<file path="config.mk">
export PLATFORM = sky130hd
export DESIGN_NAME = fir_output_stage
export DESIGN_NICKNAME = d
export VERILOG_FILES = /design/src/rtl/fir_pkg.sv /design/src/rtl/sync_fifo.sv /design/src/rtl/fir_output_stage.sv
export SDC_FILE = /design/constraint.sdc
export NUM_CORES = 1
export LEC_CHECK = 0
export ABC_CLOCK_PERIOD_IN_PS = 2600
export BUFFER_PORTS_ARGS = -buffer_cell sky130_fd_sc_hd__buf_2
export CAP_MARGIN = 20
export CORE_AREA = 2 2 123 125
export CTS_CLUSTER_SIZE = 24
export DETAILED_ROUTE_END_ITERATION = 8
export DIE_AREA = 0 0 125 127
export PLACE_DENSITY_LB_ADDON = 0.1
export SLEW_MARGIN = 20
export SYNTH_ARGS = -nofsm -noshare
export SYNTH_HDL_FRONTEND = slang
export SYNTH_SLANG_ARGS = --single-unit
</file>
<file path="constraint.sdc">
create_clock -name clk -period 2.6 [get_ports clk]
set_input_delay 0.52 -clock clk [delete_from_list [all_inputs] [get_ports clk]]
set_output_delay 0.52 -clock clk [all_outputs]
set_load 0.05 [all_outputs]
</file>
<file path="src/rtl/fir_pkg.sv">
// Shared definitions for the FIR datapath: output sample format, default
// fixed-point scaling and the accumulator width rule.
package fir_pkg;

  localparam int SAMPLE_W = 16;
  localparam logic signed [SAMPLE_W-1:0] SAMPLE_MAX = 16'sh7FFF;
  localparam logic signed [SAMPLE_W-1:0] SAMPLE_MIN = 16'sh8000;

  // Q15 coefficients: the accumulator carries 15 fractional bits.
  localparam int DEFAULT_FRAC_SHIFT = 15;

  // Accumulator width: one product plus enough growth bits for TAPS terms.
  function automatic int accu_bits(input int taps, input int multbits);
    return multbits + $clog2(taps);
  endfunction

endpackage

</file>
<file path="src/rtl/sync_fifo.sv">
// Synchronous first-word-fall-through FIFO. rd_data always shows the head
// entry while not empty. A write to a full FIFO is dropped unless a read
// happens on the same edge. Memory is not reset; only pointers and count are.
module sync_fifo #(
  parameter int WIDTH = 17,
  parameter int DEPTH = 4,
  localparam int AW = $clog2(DEPTH)
) (
  input  logic             clk,
  input  logic             rst,
  input  logic             wr_en,
  input  logic [WIDTH-1:0] wr_data,
  input  logic             rd_en,
  output logic [WIDTH-1:0] rd_data,
  output logic             empty,
  output logic [AW:0]      count
);

  logic [WIDTH-1:0] mem [DEPTH];
  logic [AW-1:0]    wr_ptr;
  logic [AW-1:0]    rd_ptr;
  logic             full;
  logic             wr_ok;
  logic             rd_ok;

  assign empty   = (count == '0);
  assign full    = (count == (AW+1)'(DEPTH));
  assign rd_ok   = rd_en && !empty;
  assign wr_ok   = wr_en && (!full || rd_ok);
  assign rd_data = mem[rd_ptr];

  // Pointer and occupancy bookkeeping; pointers wrap naturally (DEPTH is 2^n).
  always_ff @(posedge clk) begin
    if (rst) begin
      wr_ptr <= '0;
      rd_ptr <= '0;
      count  <= '0;
    end else begin
      if (wr_ok) wr_ptr <= wr_ptr + 1'b1;
      if (rd_ok) rd_ptr <= rd_ptr + 1'b1;
      case ({wr_ok, rd_ok})
        2'b10:   count <= count + 1'b1;
        2'b01:   count <= count - 1'b1;
        default: count <= count;
      endcase
    end
  end

  // Storage array write port.
  always_ff @(posedge clk) begin
    if (wr_ok) mem[wr_ptr] <= wr_data;
  end

endmodule

</file>
<file path="src/rtl/fir_output_stage.sv">
// FIR output conditioning: round-half-up, rescale by FRAC_SHIFT, saturate to
// 16 bits, then buffer in a small FWFT FIFO behind credit-based flow control.
//
// Handshake: both ports are valid/ready. A transfer happens on a rising edge
// where valid && ready. A producer holding valid must keep its data stable
// until the transfer. in_ready depends only on registered state (never on
// out_ready), so the two pipeline stages never stall. A pop in the same cycle
// is not credited, which costs nothing at steady state (occupancy 3 of 4).
module fir_output_stage
  import fir_pkg::*;
#(
  parameter int  TAPS       = 401,
  parameter int  MULTBITS   = 32,
  parameter int  FRAC_SHIFT = DEFAULT_FRAC_SHIFT,
  parameter int  FIFO_DEPTH = 4,
  localparam int ACCUBITS   = accu_bits(TAPS, MULTBITS)
) (
  input  logic                clk,
  input  logic                rst,
  input  logic                in_valid,
  input  logic [ACCUBITS-1:0] in_data,
  output logic                in_ready,
  output logic                out_valid,
  input  logic                out_ready,
  output logic [SAMPLE_W-1:0] out_sample,
  input  logic                clr_sat,
  output logic                sat_flag
);

  // One guard bit so adding the rounding constant to the max input cannot wrap.
  localparam int RW = ACCUBITS + 1;
  localparam int FW = SAMPLE_W + 1;
  localparam int CW = $clog2(FIFO_DEPTH) + 1;
  localparam logic signed [RW-1:0] ROUND = RW'(1) << (FRAC_SHIFT - 1);

  logic                 in_accept;
  logic                 v1;
  logic signed [RW-1:0] r1;
  logic                 v2;
  logic [FW-1:0]        d2;

  logic signed [RW-1:0]    s_shift;
  logic [RW-SAMPLE_W:0]    s_upper;
  logic                    s_fits;
  logic [SAMPLE_W-1:0]     sample_c;
  logic                    sat_c;

  logic [FW-1:0] fifo_head;
  logic          fifo_empty;
  logic [CW-1:0] fifo_count;
  logic [CW:0]   occ;

  assign in_accept = in_valid && in_ready;

  // Credits: everything already committed downstream, from registered state.
  assign occ      = (CW+1)'(fifo_count) + (CW+1)'(v1) + (CW+1)'(v2);
  assign in_ready = (occ < (CW+1)'(FIFO_DEPTH));

  // Rescale stage-1 value and clamp anything outside the 16-bit sample range.
  always_comb begin
    s_shift  = r1 >>> FRAC_SHIFT;
    s_upper  = s_shift[RW-1:SAMPLE_W-1];
    s_fits   = (&s_upper) || !(|s_upper);
    sat_c    = !s_fits;
    sample_c = s_shift[SAMPLE_W-1:0];
    if (!s_fits) begin
      sample_c = s_shift[RW-1] ? SAMPLE_MIN : SAMPLE_MAX;
    end
  end

  // Two always-advancing pipeline stages: round, then shift/saturate.
  always_ff @(posedge clk) begin
    if (rst) begin
      v1 <= 1'b0;
      r1 <= '0;
      v2 <= 1'b0;
      d2 <= '0;
    end else begin
      v1 <= in_accept;
      r1 <= $signed({in_data[ACCUBITS-1], in_data}) + ROUND;
      v2 <= v1;
      d2 <= {sat_c, sample_c};
    end
  end

  // Sticky saturation flag; a saturated write on the clearing edge wins.
  always_ff @(posedge clk) begin
    if (rst) begin
      sat_flag <= 1'b0;
    end else if (v2 && d2[FW-1]) begin
      sat_flag <= 1'b1;
    end else if (clr_sat) begin
      sat_flag <= 1'b0;
    end
  end

  sync_fifo #(
    .WIDTH (FW),
    .DEPTH (FIFO_DEPTH)
  ) u_fifo (
    .clk     (clk),
    .rst     (rst),
    .wr_en   (v2),
    .wr_data (d2),
    .rd_en   (out_ready),
    .rd_data (fifo_head),
    .empty   (fifo_empty),
    .count   (fifo_count)
  );

  // Head word is shown only while valid so unwritten memory never leaks out.
  assign out_valid  = !fifo_empty;
  assign out_sample = fifo_empty ? '0 : fifo_head[SAMPLE_W-1:0];

endmodule
</file>
==> flow_summary.ini <==
[clock_network]
cts_inserted_buffers = 17
cts-hold-fix-buffers = 0
ctsResizeCount = 0
ctsRootBufferMaster = clkbuf_16
post_cts_buffers = 0
worstSkewPairLatency_ns = 0.40
cts_max_level = 4
cts.reportedPaths.clkPinSlew_ns = 0.05
clock_path_buffers = 2
cts_tree = done
cts_sinks = 120

[sta]
finClkSkew_ns = 0.00893
finalWorstSetupSlack_ns = 0.209
final.setup.tns_ns = 0
grt_setup_unrepaired = false
worst_max_slew_pin_slew_ns = 0.525
max_freq_mhz = 418
finalHoldViolCount = 0
slew_violations = 0
final_clock_period_utilization_by_the_worst_path = 0.920
fin_crit_ns = 2.39
setup_viol = 0
hold_ws_ns = 0.391
worst_relative_slew_slack = 0.650

[setup_path]
end_kind = output port
crit_path_max_fanout = 16
timing.rr.end = u_fifo.count[2]
cp.arrival_ns = 1.87
reg2regPathDepth = 7
setup.worst_path.start_class = register
worst_ep_required_time_ns = 2.08
worst-setup-path-type = register to output port
rr_startpoint = u_fifo.count[2]
reg2reg_setup_slack_ns = 0.32

[detailed_routing]
via_to_cell_ratio = 4.78
detail_route.first_pass.iterations = 6
antenna_left = 0
drc_errors_left = 0
routed_wl_um = 9340
detail_route.iter0.violations = 150
wl_per_cell_um = 14.8
route.vias.total = 3006

[floorplan]
die_w_um = 125
coreArea_mm2 = 0.0144
floorplan.io_pins = 65
core_rows = 44
floorplan.initialDensity = 0.339
fp.dieH_um = 127
fp.dieArea_mm2 = 0.0159

[global_routing]
track_usage = 0.124
grt_pass1_vias = 2969
wire_length_of_the_first_global_routing_pass_um = 15300
grt_start_max_net_pins = 56
grt_antenna_before_repair = 0
globalRoute.totalOverflow = 0

[placed_design]
buffer_ports.inserted = 50
placed_cell_area_mm2 = 0.00535
finalWeightedCongestion = 0.775
dp_hpwl_um = 6080
dp_worst_setup_slack_ns = 0.212

[finish]
drive_above_1_share = 0.249
layout.cells.most_common_list = edfxtp_1, dfxtp_1, buf_2
area.growth.synth_to_final_pct = 21.7
nets = 486
layout_commonest_cell = edfxtp_1
fin_area_mm2 = 0.00595
insertedDiodeCount = 0

[run_status]
status = finished clean

[yosys]
synth_seq_area_share = 0.622
postSynth.topFlopCell = edfxtp_1
synth-edff-count = 64
postSynthAreaPerCell_um2 = 13.0
synth_cell_types = 44
synth_area_mm2 = 0.00489
yosys_register_bits = 120
synthesis.nets = 430
ys.warnings.count = 0
synthArstFlopShare = 0
postSynthCellCount = 377

[pwr]
power_density_mw_per_mm2 = 804
p_leak_uw = 0.00212
vdd_drop_max_mv = 0.474
finalPower_uw = 4790

[hold_path]
hold_path.class = input pin to register
beginning_of_the_worst_hold_path = in_data[26]
worst_hold_path_endpoint = r1[26]
hold_depth = 3

[run]
max_cap_viol_count = 0
-- sequential cells by signal, indices dropped and copies added (netlist names), named ones only --
register and count:
v1 1, sat_flag 1, u_fifo.mem 64, v2 1
u_fifo.wr_ptr 2, d2 17, r1 27, u_fifo.count 3
u_fifo.rd_ptr 2
-- worst max path at each step --
stage                            endpoint  depth (start not counted)
after floorplan            out_sample[10]                          5
after global placement    u_fifo.count[2]                          7
after detailed placement  u_fifo.count[2]                          7
after CTS                   out_sample[7]                          4
after global routing       out_sample[13]                          4
final                      out_sample[13]                          4
-- report_power, final --
group	leakage, µW	internal (µW)	switching, µW	total, µW
Sequential	0.00105	2070	38.2	2110
Combinational	0.000784	119	190	309
Clock	0.000291	1590	779	2370
Total	0.00212	3780	1010	4790
-- critical path, cell delays in order (launching register included) --
cell and delay, ns:
dfxtp_1 0.35, buf_12 0.19, mux4_2 0.55, and2_1 0.17, buf_2 0.20
-- synthesized netlist by cell type (all sizes together) (2+ instances only) --
cell type  instances  area (µm²)
edfxtp            64        1920
dfxtp             56        1120
nor2              23        86.3
and2              21         131
o21ai             21         105
a21oi             16        80.1
mux4              16         360
nand2b            16         100
clkbuf            15        56.3
xor2              13         114
nand3             12        60.1
nand4             12        75.1
nand2             10        47.6
buf                9        63.8
o31ai              8        60.1
or4                8        60.1
inv                7        26.3
ha                 6        75.1
or3                6        38.8
and4               5        46.3
and3               4        25.0
nor2b              4        25.0
xnor2              4        35.0
nor4               3        18.8
a211oi             2        15.0
nor4b              2        17.5
o31a               2        17.5
-- cells by family after synthesis --
logic type / Yosys count / synth area share
compound gates: 54 / 0.0655
xor+xnor: 17 / 0.0304
fa+ha+maj: 7 / 0.0194
buf+inv: 31 / 0.0299
flops: 120 / 0.622
mux: 17 / 0.0757
simple gates: 131 / 0.157
-- metrics by stage --
step | utilization | cells
floorplan | - | 377
global placement | 0.371 | 598
detailed placement | 0.371 | 598
CTS | 0.413 | 629
global route | 0.413 | 629
finish | 0.413 | 629
-- area by class of cell --
| cell class | count | area, µm² |
|---|---|---|
| Tap cell | 184 | 230 |
| Sequential cell | 120 | 3040 |
| Clock inverter | 13 | 179 |
| Fill cell | 1394 | 8470 |
| Multi-Input combinational cell | 226 | 1700 |
| Timing Repair Buffer | 61 | 345 |
| Inverter | 7 | 26.3 |
| Clock buffer | 18 | 429 |
-- per-layer routing --
layer | vias up | part of all wire | global-route usage
li1 | 1513 | - | -
met1 | 1413 | 0.49 | 0.163
met2 | 73 | 0.46 | 0.194
met3 | 7 | 0.044 | 0.0360
met4 | 0 | 0.012 | 0.0490
met5 | - | 0 | 0
(Power assumes the default switching activity.)
